===== config.mk =====
export PLATFORM = sky130hd
export DESIGN_NAME = operand_sequencer
export DESIGN_NICKNAME = d
export VERILOG_FILES = /design/src/rtl/operand_sequencer.sv
export SDC_FILE = /design/constraint.sdc
export NUM_CORES = 1
export LEC_CHECK = 0
export ABC_CLOCK_PERIOD_IN_PS = 1150
export CAP_MARGIN = 20
export CORE_ASPECT_RATIO = 0.75
export CORE_MARGIN = 3
export CORE_UTILIZATION = 38
export DETAILED_ROUTE_END_ITERATION = 10
export PLACE_DENSITY = 0.79
export SYNTH_ARGS = -nofsm -noshare
export SYNTH_HDL_FRONTEND = slang
export SYNTH_SLANG_ARGS = --single-unit

===== constraint.sdc =====
create_clock -name clk_i -period 1.15 [get_ports clk_i]
set_input_delay 0.1725 -clock clk_i [delete_from_list [all_inputs] [get_ports clk_i]]
set_output_delay 0.1725 -clock clk_i [all_outputs]
set_load 0.02 [all_outputs]

===== src/rtl/operand_sequencer.sv =====
// Operand sequencer: captures A, then B plus opcode, and registers the add/sub unit result.
// Optional OPSEQ_CLEAR_EN adds clear_i, a soft abort back to LOAD_A.
module operand_sequencer #(
    parameter int unsigned WIDTH = 8
) (
    input  logic             clk_i,
    input  logic             rst_i,
`ifdef OPSEQ_CLEAR_EN
    input  logic             clear_i,
`endif
    input  logic [WIDTH-1:0] data_i,
    input  logic             op_i,
    input  logic             data_valid_i,
    output logic             data_ready_o,
    output logic [WIDTH-1:0] a_o,
    output logic [WIDTH-1:0] b_o,
    output logic             op_o,
    input  logic [WIDTH-1:0] s_i,
    input  logic             cout_i,
    output logic [WIDTH-1:0] result_o,
    output logic             carry_o,
    output logic             lt_o,
    output logic             result_valid_o,
    input  logic             result_ready_i,
    output logic             busy_o
);

    localparam logic [1:0] LOAD_A = 2'd0;
    localparam logic [1:0] LOAD_B = 2'd1;
    localparam logic [1:0] EXEC   = 2'd2;
    localparam logic [1:0] RESULT = 2'd3;

    logic [1:0] state_q;
    logic [1:0] state_d;
    logic       abort;

`ifdef OPSEQ_CLEAR_EN
    assign abort = clear_i;
`else
    assign abort = 1'b0;
`endif

    always_comb begin
        state_d = state_q;
        case (state_q)
            LOAD_A:  if (data_valid_i) state_d = LOAD_B;
            LOAD_B:  if (data_valid_i) state_d = EXEC;
            EXEC:    state_d = RESULT;
            RESULT:  if (result_ready_i) state_d = LOAD_A;
            default: state_d = LOAD_A;
        endcase
        if (abort) state_d = LOAD_A;
    end

    // An abort also suppresses any capture scheduled for the same edge.
    always_ff @(posedge clk_i) begin
        if (rst_i) begin
            state_q  <= LOAD_A;
            a_o      <= '0;
            b_o      <= '0;
            op_o     <= 1'b0;
            result_o <= '0;
            carry_o  <= 1'b0;
            lt_o     <= 1'b0;
        end else begin
            state_q <= state_d;
            if (!abort) begin
                case (state_q)
                    LOAD_A: begin
                        if (data_valid_i) a_o <= data_i;
                    end
                    LOAD_B: begin
                        if (data_valid_i) begin
                            b_o  <= data_i;
                            op_o <= op_i;
                        end
                    end
                    EXEC: begin
                        result_o <= s_i;
                        carry_o  <= cout_i;
                        lt_o     <= op_o & (a_o < b_o);
                    end
                    default: ;
                endcase
            end
        end
    end

    assign data_ready_o   = (state_q == LOAD_A) || (state_q == LOAD_B);
    assign busy_o         = (state_q != LOAD_A);
    assign result_valid_o = (state_q == RESULT);

endmodule


==> metrics.md, run 1 <==
| Metric | Value |
|---|---|
| Worst Path Required | `1340 ps` |
| Final setup viols | `23` |
| CP Max Fanout | `2` |
| Core area | `between 3000 and 4000 um^2` |
| Hold WC Path Type | `in2reg` |
| Failing checks | `setup timing` |
| CP startpoint kind | `flip-flop` |
| Sequential area share after synthesis | `roughly 45%` |
| Inserted Diodes | `0` |
| Initial cell density of the core | `41.5%` |
| DR WL/cell | `16.5 um` |
| CTS tree | `yes` |
| Antenna-violating nets left | `0` |
| Die width | `about 73 um` |
| Slew Limit Fails | `0` |
| RSZ-0062 raised after global routing | `yes` |
| Mapped Cells | `about 150` |
| Crit path max-delay cell type | `or3b_1` |
| Layout area overhead | `88.6%` |
| Routed vias | `1,378` |
| Hold Vio Cnt, Final | `0` |
| Worst hold slack | `around 470 ps` |
| Vias in the first global route | `between 1,000 and 1,500` |
| VDD IR max | `0.00225 V` |
| YS warnings | `0` |
| Total Routing Usage GR | `20.6%` |
| Deepest clock path buffer count | `2` |
| Layout cells sized above 1 | `about half` |
| GP Congestion | `about 0.83` |
| Detail Placement HPWL | `between 2000 and 3000 um` |
| Slew margin rel. | `about 74%` |
| Worst reg2reg path depth | `6` |
| Grt ovf | `0` |
| Avg Inst Size Synth | `~8.6 um^2` |
| Initial drt markers | `74` |
| Max Cap Viol | `0` |
| Pre-antenna DRT Iters | `4` |
| Final min period | `about 1300 ps` |
| Final worst slack | `-194 ps` |
| Worst hold stages | `3` |
| Slew @ Worst Pin | `roughly 400 ps` |
| Clock sinks | `29` |
| CP Class | `reg2reg` |
| Crit path cell chain | `inv_2 > ha_4 > or3b_1 > o2111ai_2 > a31oi_1 > o32ai_1` |
| Mapped Nets | `182` |
| Pin count of the biggest net entering global routing | `14` |
| R2R Setup Slk | `-190 ps` |
| Commonest cells after routing, fill and taps aside | `clkdlybuf4s50_1, dfxtp_1, buf_4` |
| Worst skew pair latency | `just under 300 ps` |
| Most common cell after layout, fill and taps aside | `clkdlybuf4s50_1` |
| First-pass GRT wire length | `~6500 um` |
| Post-synth cell types | `20` |
| Std-Cell Rows | `17` |
| Fin crit share | `117%` |
| Root Driver | `clkbuf_8` |
| #FFs+latches synth | `29` |
| Antenna violations before repair | `0` |
| Run status | `finished, violations left` |
| Total die area | `around 4100 um^2` |
| P_leak | `a little under 1 nW` |
| Worst path max stage delay | `about 370 ps` |
| Placed Cells | `~250` |
| Residual DRC count | `0` |
| IO Count | `52` |
| PD cells | `2490 nW/um^2` |
| Clock skew | `~12 ps` |
| CTS Buf Count | `5` |
| Filler cells | `187` |
| Final std cells w/o fill | `265` |
| Clock slew seen by the registers of the worst setup and hold paths | `70 ps` |
| Worst EP arrival | `~1500 ps` |
| CP Capture Type | `flip-flop` |
| Mapped cell area | `roughly 1300 um^2` |
| Overall die height | `approximately 56 um` |
| Final layout net count | `between 200 and 300` |
| Maximum clock frequency | `approximately 740 MHz` |
| Port buffer count | `roughly 50` |
| Post-DR vias/cell | `around 5.2` |
| Final wirelength | `4380 um` |
| # H-tree levels | `2` |
## layer usage
layer  up-vias  global-route usage [%]  routed length (um)
met5         -                       0                   0
met2        51                    34.8                2250
met3         9                    5.60                 281
met4         0                    8.42                  76
met1       660                    24.2                1770
li1        658                       -                   -
## flip-flops by register name, summed over array words and instances, names as in the netlist
register,count
a_o,8
b_o,8
carry_o,1
lt_o,1
op_o,1
result_o,8
state_q,2
## cell type report
type                       count  area, um^2  area share [%]
multi-input combinational    100         888            36.8
timing repair buffer          77         723            30.0
sequential                    29         598            24.8
clock buffer                   7        96.3            3.99
inverter                      13        53.8            2.23
tap                           38        47.5            1.97
clock inverter                 1        5.00           0.207
## worst max-delay path, delay by kind of cell (launching register included)
kind	cells	cell delay (ps)
flops	1	350
simple gates	1	370
buf+inv	1	40
fa+ha+maj	1	150
compound gates	3	330
## repair_timing
item | 4_1_cts | 5_1_grt
pin swaps | 15 | 18
buffers inserted | 3 | 4
hold buffers | 0 | 0
gates cloned | 1 | 2
endpoints found under the setup margin | 59 | 46
gates resized for setup | 110 | 53
## synth_stat cells
cell       count  share of area [%]
inv_1         13                3.8
nor3_1         1               0.39
o32ai_1        1               0.69
ha_1          11                 11
nand4_1        1               0.49
o22ai_1        1               0.49
a31oi_1        1               0.49
nand3_1       17                6.7
mux2i_1       10                7.8
o21a_1         1               0.59
o2111ai_1      1               0.69
a21oi_1       17                6.7
buf_2          6                2.3
nand2_1       21                6.2
clkbuf_1       2               0.59
or3b_1         1               0.69
dfxtp_1       29                 45
nor2_1        12                3.5
o211ai_1       1               0.59
a211oi_1       2                1.2
## worst paths after layout
check / start / endpoint
worst min register to register: lt_o / lt_o
worst min-delay path: op_i / op_o
worst max-delay path: b_o[1] / lt_o
worst max register to register: b_o[1] / lt_o
## where the power goes
part           switching, mW  internal [mW]
sequential             0.202           1.24
clock                  0.401          0.540
combinational           1.74           1.89
total                   2.34           3.67
## per-stage QoR
stage	utilization [%]	TNS, ps	cell area (um^2)	worst slack, ps	power [mW]
floorplan	-	-556	1320	-104	2.69
global placement	64.7	-3330	1990	-267	3.69
detailed placement	64.7	-4550	1990	-300	3.76
CTS	74.6	-1410	2300	-192	5.58
global route	78.2	-2900	2410	-255	6.36
finish	78.2	-1720	2410	-194	6.02
## kinds of logic (layout without fill, tap and decap cells)
family,after synthesis,count (layout),share of synthesized area (%)
DFF,29,29,45.4
adders and majority gates,11,11,10.8
AOI/OAI and AO/OA,25,25,11.4
buffers and inverters,21,98,6.75
muxes,10,10,7.83
and+or+nand+nor,53,54,17.9
(Power assumes the default switching activity.)
==> run 2: changes to the inputs <==
--- a/config.mk
+++ b/config.mk
@@ -7,11 +7,12 @@
 export LEC_CHECK = 0
 export ABC_CLOCK_PERIOD_IN_PS = 1150
 export CAP_MARGIN = 20
-export CORE_ASPECT_RATIO = 0.75
+export CORE_ASPECT_RATIO = 0.9
 export CORE_MARGIN = 3
 export CORE_UTILIZATION = 38
 export DETAILED_ROUTE_END_ITERATION = 10
 export PLACE_DENSITY = 0.79
+export RECOVER_POWER = 25
 export SYNTH_ARGS = -nofsm -noshare
 export SYNTH_HDL_FRONTEND = slang
 export SYNTH_SLANG_ARGS = --single-unit
==> run 2 against run 1 <==
First-iteration DRC count grew 4.1%. Maximum frequency is 2.9% lower. Total power shrank 14%. Critical path depth up 1. Clock power down 13%. Routed wire length shrank 10%. Sequential power is essentially flat. Via count fell by 4.6%. Critical endpoint is now state_q[1]. Largest power group unchanged. Design area down 8.2%. Flip-flop and latch count is the same. The run still ends with setup timing left.
==> metrics.md, run 2 (synthesized netlist as in run 1, its figures left out) <==
| Metric | Value |
|---|---|
| Maximum clock frequency | `around 720 MHz` |
| Final layout net count | `between 200 and 300` |
| DR WL/cell | `~15 um` |
| Pin count of the biggest net entering global routing | `19` |
| CP Capture Type | `flip-flop` |
| Deepest clock path buffer count | `2` |
| Antenna-violating nets left | `0` |
| P_leak | `0.871 nW` |
| Overall die height | `around 61 um` |
| Worst r2r src | `state_q[0]` |
| Die width | `67.1 um` |
| Worst reg2reg path depth | `7` |
| R2R Setup Slk | `-230 ps` |
| Slew @ Worst Pin | `535 ps` |
| Hold Vio Cnt, Final | `0` |
| Worst Hold Path EP | `op_o` |
| Worst hold stages | `3` |
| Worst Path Required | `between 1000 and 1500 ps` |
| RSZ-0062 raised after global routing | `yes` |
| Cts hold-fix bufs | `0` |
| Layout area overhead | `73.2%` |
| Antenna violations before repair | `0` |
| CP startpoint kind | `flip-flop` |
| Post-DR vias/cell | `4.96` |
| Final worst slack | `-234 ps` |
| Worst hold slack | `448 ps` |
| Hold_sp | `op_i` |
| Final wirelength | `3930 um` |
| Total Routing Usage GR | `20.5%` |
| Final setup viols | `23` |
| PD cells | `about 2300 nW/um^2` |
| Final min period | `around 1400 ps` |
| Clock skew | `around 9.6 ps` |
| Total die area | `just over 4000 um^2` |
| Run status | `finished, violations left` |
| Slew margin rel. | `64.3%` |
| Core area | `roughly 3100 um^2` |
| CP Max Fanout | `3` |
| Hold WC Path Type | `in2reg` |
| Vias in the first global route | `about 1,300` |
| CTS tree | `yes` |
| Worst EP arrival | `approximately 1600 ps` |
| First-pass GRT wire length | `between 6000 and 7000 um` |
| GP Congestion | `around 0.83` |
| Slew Limit Fails | `0` |
| Fin crit share | `120%` |
| Pre-antenna DRT Iters | `4` |
| IO Count | `52` |
| Largest registers | `a_o (8), b_o (8), result_o (8)` |
| Residual DRC count | `0` |
| Max Cap Viol | `0` |
| Post-layout util | `70.6%` |
| Worst skew pair latency | `around 290 ps` |
| Inserted Diodes | `0` |
| Routed vias | `roughly 1,300` |
| Port buffer count | `51` |
| # H-tree levels | `2` |
| Most common cell after layout, fill and taps aside | `dfxtp_1` |
| Detail Placement HPWL | `2630 um` |
| Grt ovf | `0` |
| CTS Buf Count | `5` |
| Commonest cells after routing, fill and taps aside | `dfxtp_1, clkdlybuf4s50_1, nand2_1` |
| VDD IR max | `0.00166 V` |
| Tot Pwr | `about 5.2 mW` |
| Std-Cell Rows | `19` |
| Failing checks | `setup timing` |
| Layout cells sized above 1 | `about a third` |
| Initial cell density of the core | `about 41%` |
| Root Driver | `clkbuf_8` |
| Initial drt markers | `a little under 80` |
| Clock sinks | `29` |
| CP Class | `reg2reg` |
| Worst slack, placed | `-339 ps` |
| Worst r2r dst | `state_q[1]` |
| Clock slew seen by the registers of the worst setup and hold paths | `~70 ps` |
[run 2: cell types whose count changed in the layout (fill, tap and decap cells not counted), moves of 5 or more]
cell	change
nand3_1	+5
a21oi_1	+9
clkbuf_1	+5
nand2_1	+9
nand2_2	-6
clkbuf_2	-7
a21oi_2	-9
[run 2: layout make-up]
cell class | instances | area, um^2
Sequential cell | 29 | 598
Inverter | 13 | 56.3
Multi-Input combinational cell | 99 | 746
Timing Repair Buffer | 74 | 676
Clock buffer | 5 | 68.8
Fill cell | 254 | 923
Clock inverter | 3 | 17.5
Tap cell | 42 | 52.6
[run 2: worst max path at each step]
| stage | startpoint | endpoint | slack (ps) |
|---|---|---|---|
| 3_3_place_gp | state_q[0] | data_ready_o | -300 |
| 4_1_cts | state_q[1] | data_ready_o | -220 |
| 6_report | state_q[0] | state_q[1] | -230 |
| 2_1_floorplan | b_o[1] | lt_o | -100 |
| 5_1_grt | state_q[0] | state_q[1] | -300 |
| 3_5_place_dp | state_q[0] | data_ready_o | -340 |
[run 2: layer usage]
| metal | share of wire (%) | wire (um) | GRT usage, % | vias up |
|---|---|---|---|---|
| li1 | - | - | - | 649 |
| met1 | 39 | 1520 | 24.2 | 615 |
| met2 | 54 | 2110 | 34.2 | 44 |
| met3 | 5.4 | 212 | 4.56 | 7 |
| met4 | 2.2 | 87 | 12.4 | 0 |
| met5 | 0 | 0 | 0 | - |
[run 2: power breakdown]
group	internal (mW)	switching, mW	total (mW)
clock network	0.416	0.404	0.821
registers	1.25	0.181	1.43
logic	1.47	1.49	2.95
total	3.13	2.07	5.20
[run 2: timing repair]
item,CTS,global route
pin swaps,8,4
resized for setup,86,42
setup endpoints to repair,59,53
gates cloned,1,0
buffers inserted,2,2
[run 2: per-stage QoR]
step	area (um^2)	std cells	TNS, ps
after global routing	2210	265	-3160
after global placement	2000	252	-4670
final	2210	265	-1730
after floorplan	1320	149	-556
after CTS	2180	263	-1230
after detailed placement	2000	252	-6250
[run 2: worst max-delay path, stage by stage, from the launching register on]
cell     delay, ps
dfxtp_4        380
buf_4          110
buf_6           80
ha_4           120
inv_1           60
o22ai_4        180
mux2i_1        260
nor2_1          70
==> run 3: changes to the inputs <==
--- a/config.mk
+++ b/config.mk
@@ -6,7 +6,6 @@
 export NUM_CORES = 1
 export LEC_CHECK = 0
 export ABC_CLOCK_PERIOD_IN_PS = 1150
-export CAP_MARGIN = 20
 export CORE_ASPECT_RATIO = 0.9
 export CORE_MARGIN = 3
 export CORE_UTILIZATION = 38
==> results of run 3 <==
The final DEF is identical to that of run 2; final timing and power are the same.
